### src/rtl/ram_dual_port_param_pkg.sv
// ram_pkg: shared definitions for the dual-port RAM.
//   state_t      - initialisation FSM states (CLEAR while zero-filling, READY after)
//   RD_LAT_MIN/MAX - supported read-latency range
//   BYTE_W       - width of one byte-enable lane
package ram_pkg;

  typedef enum logic [0:0] {
    CLEAR = 1'b0,
    READY = 1'b1
  } state_t;

  localparam int RD_LAT_MIN = 1;
  localparam int RD_LAT_MAX = 2;
  localparam int BYTE_W     = 8;

endpackage

### src/rtl/ram_dual_port_param_if.sv
// ram_dual_port_param_if: user-side port bundle of the dual-port RAM.
//   we/write_addr/data/be   - write port (byte-enabled)
//   re/read_addr            - read port
//   q/q_valid               - read result and its qualifier
//   init_done               - memory zero-fill finished, ports live
// master drives requests (bench/user), slave is the RAM.
interface ram_dual_port_param_if #(
  parameter int DATA_W = 8,
  parameter int ADDR_W = 6
);

  logic                  we;
  logic [ADDR_W-1:0]     write_addr;
  logic [DATA_W-1:0]     data;
  logic [DATA_W/8-1:0]   be;
  logic                  re;
  logic [ADDR_W-1:0]     read_addr;
  logic [DATA_W-1:0]     q;
  logic                  q_valid;
  logic                  init_done;

  modport master (
    output we, write_addr, data, be, re, read_addr,
    input  q, q_valid, init_done
  );

  modport slave (
    input  we, write_addr, data, be, re, read_addr,
    output q, q_valid, init_done
  );

endinterface

### src/rtl/ram_dual_port_param_core.sv
// ram_dp_core: storage array with byte-lane write and asynchronous read.
//   clk     - write clock
//   we      - write strobe (already qualified by the top level)
//   waddr   - write address
//   wdata   - write data
//   be      - byte-lane enables, bit i gates wdata[8i+7:8i]
//   raddr   - read address
//   rdata   - current contents at raddr (pre-write value on a same-cycle write)
// The array has no reset; the top-level FSM zero-fills it after reset.
module ram_dp_core
  import ram_pkg::*;
#(
  parameter int DATA_W = 8,
  parameter int ADDR_W = 6
) (
  input  logic                     clk,
  input  logic                     we,
  input  logic [ADDR_W-1:0]        waddr,
  input  logic [DATA_W-1:0]        wdata,
  input  logic [DATA_W/BYTE_W-1:0] be,
  input  logic [ADDR_W-1:0]        raddr,
  output logic [DATA_W-1:0]        rdata
);

  localparam int NUM_LANES = DATA_W / BYTE_W;
  localparam int DEPTH     = 2 ** ADDR_W;

  logic [DATA_W-1:0] mem_r [DEPTH];

  // Byte-lane write: only enabled lanes are updated.
  always_ff @(posedge clk) begin
    for (int i = 0; i < NUM_LANES; i++) begin
      if (we && be[i]) begin
        mem_r[waddr][i*BYTE_W +: BYTE_W] <= wdata[i*BYTE_W +: BYTE_W];
      end
    end
  end

  assign rdata = mem_r[raddr];

endmodule

### src/rtl/ram_dual_port_param.sv
// ram_dual_port_param: simple dual-port RAM with zero-fill after reset.
//   clk        - single clock, rising edge
//   rst        - asynchronous active-high reset
//   bus        - slave side of ram_dual_port_param_if (write, read, q, q_valid, init_done)
// Parameters: DATA_W (multiple of 8), ADDR_W (depth 2**ADDR_W),
//             RD_LAT (1 or 2), WR_FIRST (1 = new data on collision, 0 = old data).
module ram_dual_port_param
  import ram_pkg::*;
#(
  parameter int DATA_W   = 8,
  parameter int ADDR_W   = 6,
  parameter int RD_LAT   = 1,
  parameter int WR_FIRST = 0
) (
  input  logic                  clk,
  input  logic                  rst,
  ram_dual_port_param_if.slave  bus
);

  localparam int                NUM_LANES = DATA_W / BYTE_W;
  localparam logic [ADDR_W-1:0] CNT_LAST  = {ADDR_W{1'b1}};
  localparam logic [ADDR_W-1:0] CNT_ONE   = {{(ADDR_W-1){1'b0}}, 1'b1};

  state_t                  state_r;
  state_t                  state_next_s;
  logic [ADDR_W-1:0]       clr_cnt_r;
  logic                    init_done_r;

  logic                    wr_acc_s;
  logic                    rd_acc_s;
  logic                    collide_s;
  logic                    core_we_s;
  logic [ADDR_W-1:0]       core_waddr_s;
  logic [DATA_W-1:0]       core_wdata_s;
  logic [NUM_LANES-1:0]    core_be_s;
  logic [DATA_W-1:0]       core_rdata_s;
  logic [DATA_W-1:0]       merged_s;
  logic [DATA_W-1:0]       rd_word_s;

  logic                    v1_r;
  logic [DATA_W-1:0]       d1_r;

  // FSM next-state: walk the clear counter to the last address, then stay READY.
  always_comb begin
    state_next_s = state_r;
    case (state_r)
      CLEAR: begin
        if (clr_cnt_r == CNT_LAST) begin
          state_next_s = READY;
        end else begin
          state_next_s = CLEAR;
        end
      end
      READY:   state_next_s = READY;
      default: state_next_s = CLEAR;
    endcase
  end

  // FSM state, clear counter and registered init_done.
  always_ff @(posedge clk or posedge rst) begin
    if (rst) begin
      state_r     <= CLEAR;
      clr_cnt_r   <= {ADDR_W{1'b0}};
      init_done_r <= 1'b0;
    end else begin
      state_r     <= state_next_s;
      init_done_r <= (state_next_s == READY);
      if (state_r == CLEAR) begin
        clr_cnt_r <= clr_cnt_r + CNT_ONE;
      end else begin
        clr_cnt_r <= {ADDR_W{1'b0}};
      end
    end
  end

  // Port qualification and write-port mux: the clear sequence owns the
  // write port until READY, and user requests are dropped meanwhile.
  always_comb begin
    wr_acc_s     = 1'b0;
    rd_acc_s     = 1'b0;
    core_we_s    = 1'b0;
    core_waddr_s = {ADDR_W{1'b0}};
    core_wdata_s = {DATA_W{1'b0}};
    core_be_s    = {NUM_LANES{1'b0}};
    if (state_r == READY) begin
      wr_acc_s     = bus.we;
      rd_acc_s     = bus.re;
      core_we_s    = bus.we;
      core_waddr_s = bus.write_addr;
      core_wdata_s = bus.data;
      core_be_s    = bus.be;
    end else begin
      core_we_s    = 1'b1;
      core_waddr_s = clr_cnt_r;
      core_wdata_s = {DATA_W{1'b0}};
      core_be_s    = {NUM_LANES{1'b1}};
    end
  end

  // Collision handling: the core returns the pre-write word; in write-first
  // mode the enabled lanes of the incoming write are merged on top of it.
  always_comb begin
    merged_s  = core_rdata_s;
    collide_s = wr_acc_s && rd_acc_s && (bus.write_addr == bus.read_addr);
    for (int i = 0; i < NUM_LANES; i++) begin
      if (bus.be[i]) begin
        merged_s[i*BYTE_W +: BYTE_W] = bus.data[i*BYTE_W +: BYTE_W];
      end else begin
        merged_s[i*BYTE_W +: BYTE_W] = core_rdata_s[i*BYTE_W +: BYTE_W];
      end
    end
    if ((WR_FIRST != 0) && collide_s) begin
      rd_word_s = merged_s;
    end else begin
      rd_word_s = core_rdata_s;
    end
  end

  ram_dp_core #(
    .DATA_W (DATA_W),
    .ADDR_W (ADDR_W)
  ) u_core (
    .clk   (clk),
    .we    (core_we_s),
    .waddr (core_waddr_s),
    .wdata (core_wdata_s),
    .be    (core_be_s),
    .raddr (bus.read_addr),
    .rdata (core_rdata_s)
  );

  // First read stage: capture the word on an accepted read, hold otherwise.
  always_ff @(posedge clk or posedge rst) begin
    if (rst) begin
      v1_r <= 1'b0;
      d1_r <= {DATA_W{1'b0}};
    end else begin
      v1_r <= rd_acc_s;
      if (rd_acc_s) begin
        d1_r <= rd_word_s;
      end
    end
  end

  generate
    if (RD_LAT == RD_LAT_MIN) begin : g_lat1
      assign bus.q       = d1_r;
      assign bus.q_valid = v1_r;
    end else begin : g_lat2
      logic              v2_r;
      logic [DATA_W-1:0] d2_r;

      // Second read stage: fully pipelined, q holds across empty slots.
      always_ff @(posedge clk or posedge rst) begin
        if (rst) begin
          v2_r <= 1'b0;
          d2_r <= {DATA_W{1'b0}};
        end else begin
          v2_r <= v1_r;
          if (v1_r) begin
            d2_r <= d1_r;
          end
        end
      end

      assign bus.q       = d2_r;
      assign bus.q_valid = v2_r;
    end
  endgenerate

  assign bus.init_done = init_done_r;

endmodule

### src/flat_wrapper.sv
// flat-port wrapper written by rule: the top's interface ports become plain ports
module ram_dual_port_param_flat import ram_pkg::*;
#(
  parameter int DATA_W   = 8,
  parameter int ADDR_W   = 6,
  parameter int RD_LAT   = 1,
  parameter int WR_FIRST = 0
)
  (clk, rst, bus_we, bus_write_addr, bus_data, bus_be, bus_re, bus_read_addr, bus_q, bus_q_valid, bus_init_done);
  ram_dual_port_param_if #(.DATA_W(DATA_W), .ADDR_W(ADDR_W)) bus_i ();
  input  logic clk;
  input  logic rst;
  input wire logic [$bits(bus_i.we)-1:0] bus_we;
  input wire logic [$bits(bus_i.write_addr)-1:0] bus_write_addr;
  input wire logic [$bits(bus_i.data)-1:0] bus_data;
  input wire logic [$bits(bus_i.be)-1:0] bus_be;
  input wire logic [$bits(bus_i.re)-1:0] bus_re;
  input wire logic [$bits(bus_i.read_addr)-1:0] bus_read_addr;
  output wire logic [$bits(bus_i.q)-1:0] bus_q;
  output wire logic [$bits(bus_i.q_valid)-1:0] bus_q_valid;
  output wire logic [$bits(bus_i.init_done)-1:0] bus_init_done;
  assign bus_i.we = bus_we;
  assign bus_i.write_addr = bus_write_addr;
  assign bus_i.data = bus_data;
  assign bus_i.be = bus_be;
  assign bus_i.re = bus_re;
  assign bus_i.read_addr = bus_read_addr;
  assign bus_q = bus_i.q;
  assign bus_q_valid = bus_i.q_valid;
  assign bus_init_done = bus_i.init_done;
  ram_dual_port_param #(.DATA_W(DATA_W), .ADDR_W(ADDR_W), .RD_LAT(RD_LAT), .WR_FIRST(WR_FIRST)) u_core (.clk(clk), .rst(rst), .bus(bus_i));
endmodule
### config.mk
export PLATFORM = sky130hd
export DESIGN_NAME = ram_dual_port_param_flat
export DESIGN_NICKNAME = d
export VERILOG_FILES = /design/src/rtl/ram_dual_port_param_pkg.sv /design/src/rtl/ram_dual_port_param_if.sv /design/src/rtl/ram_dual_port_param_core.sv /design/src/rtl/ram_dual_port_param.sv /design/src/flat_wrapper.sv
export SDC_FILE = /design/constraint.sdc
export NUM_CORES = 1
export LEC_CHECK = 0
export ABC_AREA = 0
export CELL_PAD_IN_SITES_DETAIL_PLACEMENT = 0
export CELL_PAD_IN_SITES_GLOBAL_PLACEMENT = 1
export CORE_ASPECT_RATIO = 0.75
export CORE_MARGIN = 2
export CORE_UTILIZATION = 45
export DETAILED_ROUTE_END_ITERATION = 6
export PLACE_DENSITY = 0.8
export SETUP_SLACK_MARGIN = 0.02
export SYNTH_ARGS = -nofsm -noshare
export SYNTH_HDL_FRONTEND = slang
export SYNTH_HIERARCHICAL = 1
export SYNTH_SLANG_ARGS = --single-unit
### constraint.sdc
create_clock -name clk -period 2.5 [get_ports clk]
set_clock_uncertainty 0.15 [all_clocks]
set_input_delay 0.375 -clock clk [delete_from_list [all_inputs] [get_ports clk]]
set_output_delay 0.375 -clock clk [all_outputs]
set_load 0.01 [all_outputs]
# ---- Yosys cells after proc, flatten, opt, wreduce, memory -nomap -nowiden
# Memory sizes are Yosys's and may differ from the RTL's. A register that Yosys moved wholly into a read port is not among the register bits.
# Index checks and enable logic that the tools add are counted.
dict set report totals {
  ram_bits 512
  inputBits 25
  n_memories 1
  output_inout_bits 10
  regBits 8
}
# memory words width read_ports rd_clocked_by_memory_dff wr line_no
set mem_list {}
lappend mem_list {u_core.u_core.mem_r 64 8 1 1 1 ram_dual_port_param_core.sv:28} ;# logic [DATA_W-1:0] mem_r [DEPTH];
dict set report op_classes {
  reduce_logical 1
  eq_ne 1
  bitwise 1
  n_addsub 1
  mux 10
}
# op count
set ops {}
lappend ops {{6-bit 2-to-1 mux} 2}
lappend ops {{8-bit 2-to-1 mux} 1}
lappend ops {{6-bit by 1-bit adder with 6-bit output, second input constant} 1}
lappend ops {{6-bit equality test, second input constant} 1}
lappend ops {{1-bit 2-to-1 mux} 6}
lappend ops {{1-bit one-hot mux with 2 select lines} 1}
lappend ops {{1-bit logical AND} 1}
lappend ops {{1-bit NOT} 1}

# ---- Longest topological paths before layout
dict set report depth {
  word_depth 4
  ltp_mapped 8
}

# ---- Hierarchy
# Netlist, hierarchy kept.
# module cells_each area_each_um2 n_inst seq_area_each_um2
set by_module_without_submodules {}
lappend by_module_without_submodules {ram_dp_core 898 19920.4 1 15374.7}
lappend by_module_without_submodules {ram_dual_port_param 65 788.3 1 400.4}

# ---- Worst setup path after synthesis
# OpenSTA, ideal clock, no wires.
dict set report synth_timing {
  kind {reg-to-reg}
  from {register, netlist name u_core/bus.init_done}
  to {memory u_core.u_core.mem_r[39][0] (enable)}
  setup_ps 370
  path_buffers 4
  arrival_ps 2143
  path_stages_with_launch 8
  setup_slack_ps -164
  t_required_ps 1980
  path_cell_list {dfrtp_1 > buf_6 > buf_6 > mux2_4 > clkbuf_1 > or3b_2 > clkbuf_1 > nor2_1}
}
# element line_no
set synth_rtl {}
lappend synth_rtl {{end: declaration} ram_dual_port_param_core.sv:28}

==> impl_metrics.prom <==
# TYPE chip_impl_metric gauge
chip_impl_info{name="run_status",value="completed"} 1
chip_impl_metric{name="grt_pass1_wl",unit="µm"} 67590
chip_impl_metric{name="detail_route.first_pass.iterations",unit=""} 5
chip_impl_metric{name="detail_route.wirelength",unit="µm"} 45970
chip_impl_info{name="path_cells",value="buf_4, nand2_1, nand2_1, buf_4, nand3b_1, nor2_1, buf_4"} 1
chip_impl_metric{name="hold_violation_count_in_the_final_report",unit=""} 0
chip_impl_info{name="crit_slowest_cell",value="sky130_fd_sc_hd__dfrtp_1"} 1
chip_impl_metric{name="layout-drive-gt1-share",unit="%"} 31.24
chip_impl_metric{name="first_global_vias",unit=""} 10210
chip_impl_metric{name="worstPathMaxFanout",unit=""} 8
chip_impl_metric{name="yosys_warnings",unit=""} 6
chip_impl_metric{name="worst_skew_pair.late_latency",unit="ns"} 0.58
chip_impl_metric{name="clock_tree.htree_level_count",unit=""} 2
chip_impl_metric{name="ratio_of_final_minimum_period_to_clock_period",unit="%"} 95.39
chip_impl_metric{name="synth_sequential_area_ratio",unit="%"} 76.18
chip_impl_metric{name="pre_cts_slack",unit="ns"} -0.2397
chip_impl_metric{name="postCtsResizedCells",unit=""} 0
chip_impl_metric{name="via_count",unit=""} 10340
chip_impl_info{name="worst_setup_path_category",value="reg -> reg"} 1
chip_impl_metric{name="gpl_wtd_cong",unit=""} 0.8283
chip_impl_metric{name="mappedNetlistNets",unit=""} 989
chip_impl_info{name="most_common_cell_type_on_the_critical_path",value="sky130_fd_sc_hd__buf_4"} 1
chip_impl_metric{name="synth_cell_type_count",unit=""} 41
chip_impl_metric{name="pin_count_of_the_biggest_net_entering_global_routing",unit=""} 65
chip_impl_info{name="end_kind",value="register"} 1
chip_impl_metric{name="ctsHoldBuffers",unit=""} 0
chip_impl_metric{name="num_antenna_cells",unit=""} 0
chip_impl_metric{name="fmaxAchievable",unit="MHz"} 419.3
chip_impl_metric{name="layout_setup_ws",unit="ns"} 0.1152
chip_impl_metric{name="synthCells",unit=""} 963
chip_impl_metric{name="synth_top_area_share",unit="%"} 74.24
chip_impl_metric{name="worst_slew_margin_rel",unit="%"} 39.78
chip_impl_info{name="startpoint_type",value="register"} 1
chip_impl_metric{name="avgSynthCellArea",unit="µm²"} 21.50
chip_impl_info{name="clk_root_buffer_cell",value="sky130_fd_sc_hd__clkbuf_16"} 1
chip_impl_metric{name="cts_made_buffers",unit=""} 48
chip_impl_metric{name="p_leak",unit="nW"} 6.767
chip_impl_info{name="yosys.area.top_type",value="sky130_fd_sc_hd__edfxtp_1"} 1
chip_impl_metric{name="gr-total-overflow",unit=""} 0
chip_impl_metric{name="synth.ff_latch_count",unit=""} 528
chip_impl_metric{name="fp.dieW",unit="µm"} 251.7
chip_impl_metric{name="critical_path_arrival",unit="ns"} 2.49
chip_impl_info{name="tritoncts",value="done"} 1
chip_impl_metric{name="tns",unit="ns"} 0
chip_impl_metric{name="initial_core_util",unit="%"} 45.33
chip_impl_metric{name="finalSetupViolCount",unit=""} 0
chip_impl_metric{name="rows",unit=""} 68
chip_impl_metric{name="cell_area_after_synthesis",unit="mm²"} 0.02071
chip_impl_info{name="cpLargestDelayFamily",value="simple AND/OR/NAND/NOR gates"} 1
chip_impl_metric{name="vdd_ir_drop_max",unit="µV"} 487.5
chip_impl_metric{name="cts_max_path_buffers",unit=""} 3
chip_impl_metric{name="tritoncts_num_sinks",unit=""} 528
chip_impl_info{name="hold_crit_path_type",value="in -> async"} 1
chip_impl_metric{name="finalMaxSlewViolations",unit=""} 0
chip_impl_metric{name="max_stage_delay",unit="ns"} 0.45
chip_impl_metric{name="n_fill_cell",unit=""} 3427
chip_impl_metric{name="worstMarginPinSlew",unit="ns"} 0.9023
chip_impl_metric{name="crit_required",unit="ns"} 2.61
chip_impl_metric{name="core_area",unit="mm²"} 0.04569
chip_impl_metric{name="ff2ff_setup_slack",unit="ns"} 0.12
chip_impl_metric{name="die_area",unit="mm²"} 0.04777
chip_impl_metric{name="worst_setup_hold_path_clk_slew",unit="ns"} 0.07
chip_impl_metric{name="ratio_of_total_power_to_cell_area",unit="mW/mm²"} 696.2
chip_impl_metric{name="cp.buffers_inverters",unit=""} 3
chip_impl_metric{name="detail_route.iter0.violations",unit=""} 1095
chip_impl_metric{name="die-height",unit="µm"} 189.8
chip_impl_metric{name="placement.io_buffers",unit=""} 34
chip_impl_info{name="setup_repair_after_global_routing_missed_its_margin",value="false"} 1
chip_impl_metric{name="area_growth_syn_to_layout",unit="%"} 19.01
chip_impl_metric{name="post_drt_via_cell_ratio",unit=""} 5.820
chip_impl_metric{name="dp_hpwl",unit="µm"} 29190
chip_impl_metric{name="route.antenna.remaining_nets",unit=""} 0
chip_impl_metric{name="global_route.usage.total",unit="%"} 19.50
chip_impl_metric{name="cts_setup_buffers",unit=""} 0
chip_impl_metric{name="drc",unit=""} 0
chip_impl_info{name="post_synth_main_area_contributors",value="sky130_fd_sc_hd__edfxtp_1, sky130_fd_sc_hd__mux4_2, sky130_fd_sc_hd__mux4_1"} 1
chip_impl_metric{name="grt_antenna_before_repair",unit=""} 4
chip_impl_metric{name="avgRoutedWirePerCell",unit="µm"} 25.89
chip_impl_metric{name="post-route-min-period",unit="ns"} 2.385
chip_impl_metric{name="layout.nets",unit=""} 1168
chip_impl_metric{name="drv.max_cap_violation_count",unit=""} 0
chip_impl_metric{name="boundaryPins",unit=""} 35
## worst reg2reg max path: stages (launching register included)
cell	delay [ns]
sky130_fd_sc_hd__dfrtp_1	0.45
sky130_fd_sc_hd__buf_4	0.19
sky130_fd_sc_hd__nand2_1	0.08
sky130_fd_sc_hd__nand2_1	0.14
sky130_fd_sc_hd__buf_4	0.19
sky130_fd_sc_hd__nand3b_1	0.41
sky130_fd_sc_hd__nor2_1	0.25
sky130_fd_sc_hd__buf_4	0.22
## power by group
part           internal, mW  total [mW]  switching (mW)  leakage (nW)
registers              9.55        9.55               0          3.77
clock network          4.00        7.14            3.13         0.750
logic                 0.233       0.468           0.235          2.24
## synth_stat cells
cell                       instances
sky130_fd_sc_hd__buf_4             8
sky130_fd_sc_hd__clkbuf_1         14
sky130_fd_sc_hd__mux2_2           13
sky130_fd_sc_hd__dfrtp_1          16
sky130_fd_sc_hd__nand3b_1          3
sky130_fd_sc_hd__xor2_1            2
sky130_fd_sc_hd__and2_1            9
sky130_fd_sc_hd__o211ai_1          5
sky130_fd_sc_hd__edfxtp_1        512
sky130_fd_sc_hd__xnor2_1           1
sky130_fd_sc_hd__a21oi_1           8
sky130_fd_sc_hd__buf_2            14
sky130_fd_sc_hd__a31oi_1           3
sky130_fd_sc_hd__mux2i_1          24
sky130_fd_sc_hd__nor3b_1           1
sky130_fd_sc_hd__mux4_1           24
sky130_fd_sc_hd__or3_1             1
sky130_fd_sc_hd__nor2_1           74
sky130_fd_sc_hd__nand2b_1          3
sky130_fd_sc_hd__inv_1             2
sky130_fd_sc_hd__o21bai_1          2
sky130_fd_sc_hd__mux2_4            3
sky130_fd_sc_hd__or3b_2            2
sky130_fd_sc_hd__and4_1            5
sky130_fd_sc_hd__buf_1             5
sky130_fd_sc_hd__a22o_1            3
sky130_fd_sc_hd__nand3_2           1
sky130_fd_sc_hd__mux4_2          104
sky130_fd_sc_hd__a22oi_1          37
sky130_fd_sc_hd__nor2b_1           7
sky130_fd_sc_hd__nand2_4           1
sky130_fd_sc_hd__buf_8             1
sky130_fd_sc_hd__nand2_1          13
sky130_fd_sc_hd__nor4_1            1
sky130_fd_sc_hd__o21ai_0           3
sky130_fd_sc_hd__and3_1            4
sky130_fd_sc_hd__buf_6             9
sky130_fd_sc_hd__buf_12            1
sky130_fd_sc_hd__ha_1              1
sky130_fd_sc_hd__nand3_1          22
sky130_fd_sc_hd__and3b_1           1
## logic make-up (layout without fill, tap and decap cells)
group / after synthesis / after routing / synth area share (%)
xor gates and xnor gates: 3 / 3 / 0.1269
adders and majority gates: 1 / 1 / 0.06041
muxes: 168 / 168 / 16.44
AOI/OAI and AO/OA: 61 / 61 / 2.078
and+or+nand+nor: 148 / 148 / 3.450
buffers and inverters: 54 / 272 / 1.668
DFF: 528 / 528 / 76.18
## metal layers
metal	global-route usage, %	vias up	part of all wire, %
met2	28.20	469	44
met4	4.350	0	1.8
met1	30.59	5412	44
met5	0	-	0
li1	-	4390	-
met3	4.159	65	9.6
## flip-flops by register name, summed over array words and instances, names as in the netlist
register and cells:
u_core/u_core/mem_r 512, u_core/bus.init_done 1, u_core/clr_cnt_r 6, u_core/bus.q 8, u_core/bus.q_valid 1
## worst paths after layout
path / from / endpoint / cells past startpoint
max: u_core/bus.init_done / u_core/u_core/mem_r[28][2] / 7
min: rst / u_core/bus.q[4] / 2
max reg2reg: u_core/bus.init_done / u_core/u_core/mem_r[28][2] / 7
min reg2reg: u_core/clr_cnt_r[0] / u_core/clr_cnt_r[0] / 1
max in group asynchronous: rst / u_core/bus.q[5] / 2
min in group clk: u_core/clr_cnt_r[0] / u_core/clr_cnt_r[0] / 1
## through the flow
step	instance area (µm²)	hold slack (ns)	utilization, %	total power, mW	instances
finish	24640	0.1451	53.94	17.16	1776
global route	24640	0.1912	53.94	17.65	1776
CTS	24640	0.1308	53.94	17.33	1776
detailed placement	23110	0.3446	50.58	10.21	1687
global placement	23110	0.3381	50.58	10.21	1687
floorplan	20840	0.1387	-	10.03	963
## area by class of cell
type | instances | area (µm²) | share of cell area [%]
flip-flops and latches | 528 | 15780 | 64.01
multi-input cells | 381 | 4718 | 19.15
repair buffers | 181 | 1866 | 7.570
clock buffers | 59 | 1295 | 5.255
well taps | 595 | 744.5 | 3.021
clock inverters | 30 | 239.0 | 0.9697
inverters | 2 | 7.507 | 0.03046
## cells in the final DEF (no fill, tap or decap), types with 10 or more instances in the layout
| master | instances |
|---|---|
| sky130_fd_sc_hd__a22oi_1 | 37 |
| sky130_fd_sc_hd__buf_12 | 34 |
| sky130_fd_sc_hd__buf_4 | 114 |
| sky130_fd_sc_hd__clkbuf_16 | 50 |
| sky130_fd_sc_hd__clkdlybuf4s50_1 | 31 |
| sky130_fd_sc_hd__clkinv_1 | 10 |
| sky130_fd_sc_hd__clkinv_2 | 11 |
| sky130_fd_sc_hd__dfrtp_1 | 16 |
| sky130_fd_sc_hd__edfxtp_1 | 512 |
| sky130_fd_sc_hd__mux2_2 | 13 |
| sky130_fd_sc_hd__mux2i_1 | 24 |
| sky130_fd_sc_hd__mux4_1 | 24 |
| sky130_fd_sc_hd__mux4_2 | 104 |
| sky130_fd_sc_hd__nand2_1 | 13 |
| sky130_fd_sc_hd__nand3_1 | 22 |
| sky130_fd_sc_hd__nor2_1 | 58 |
| sky130_fd_sc_hd__nor2_4 | 16 |
No activity file was read; power rests on OpenSTA's default activity.
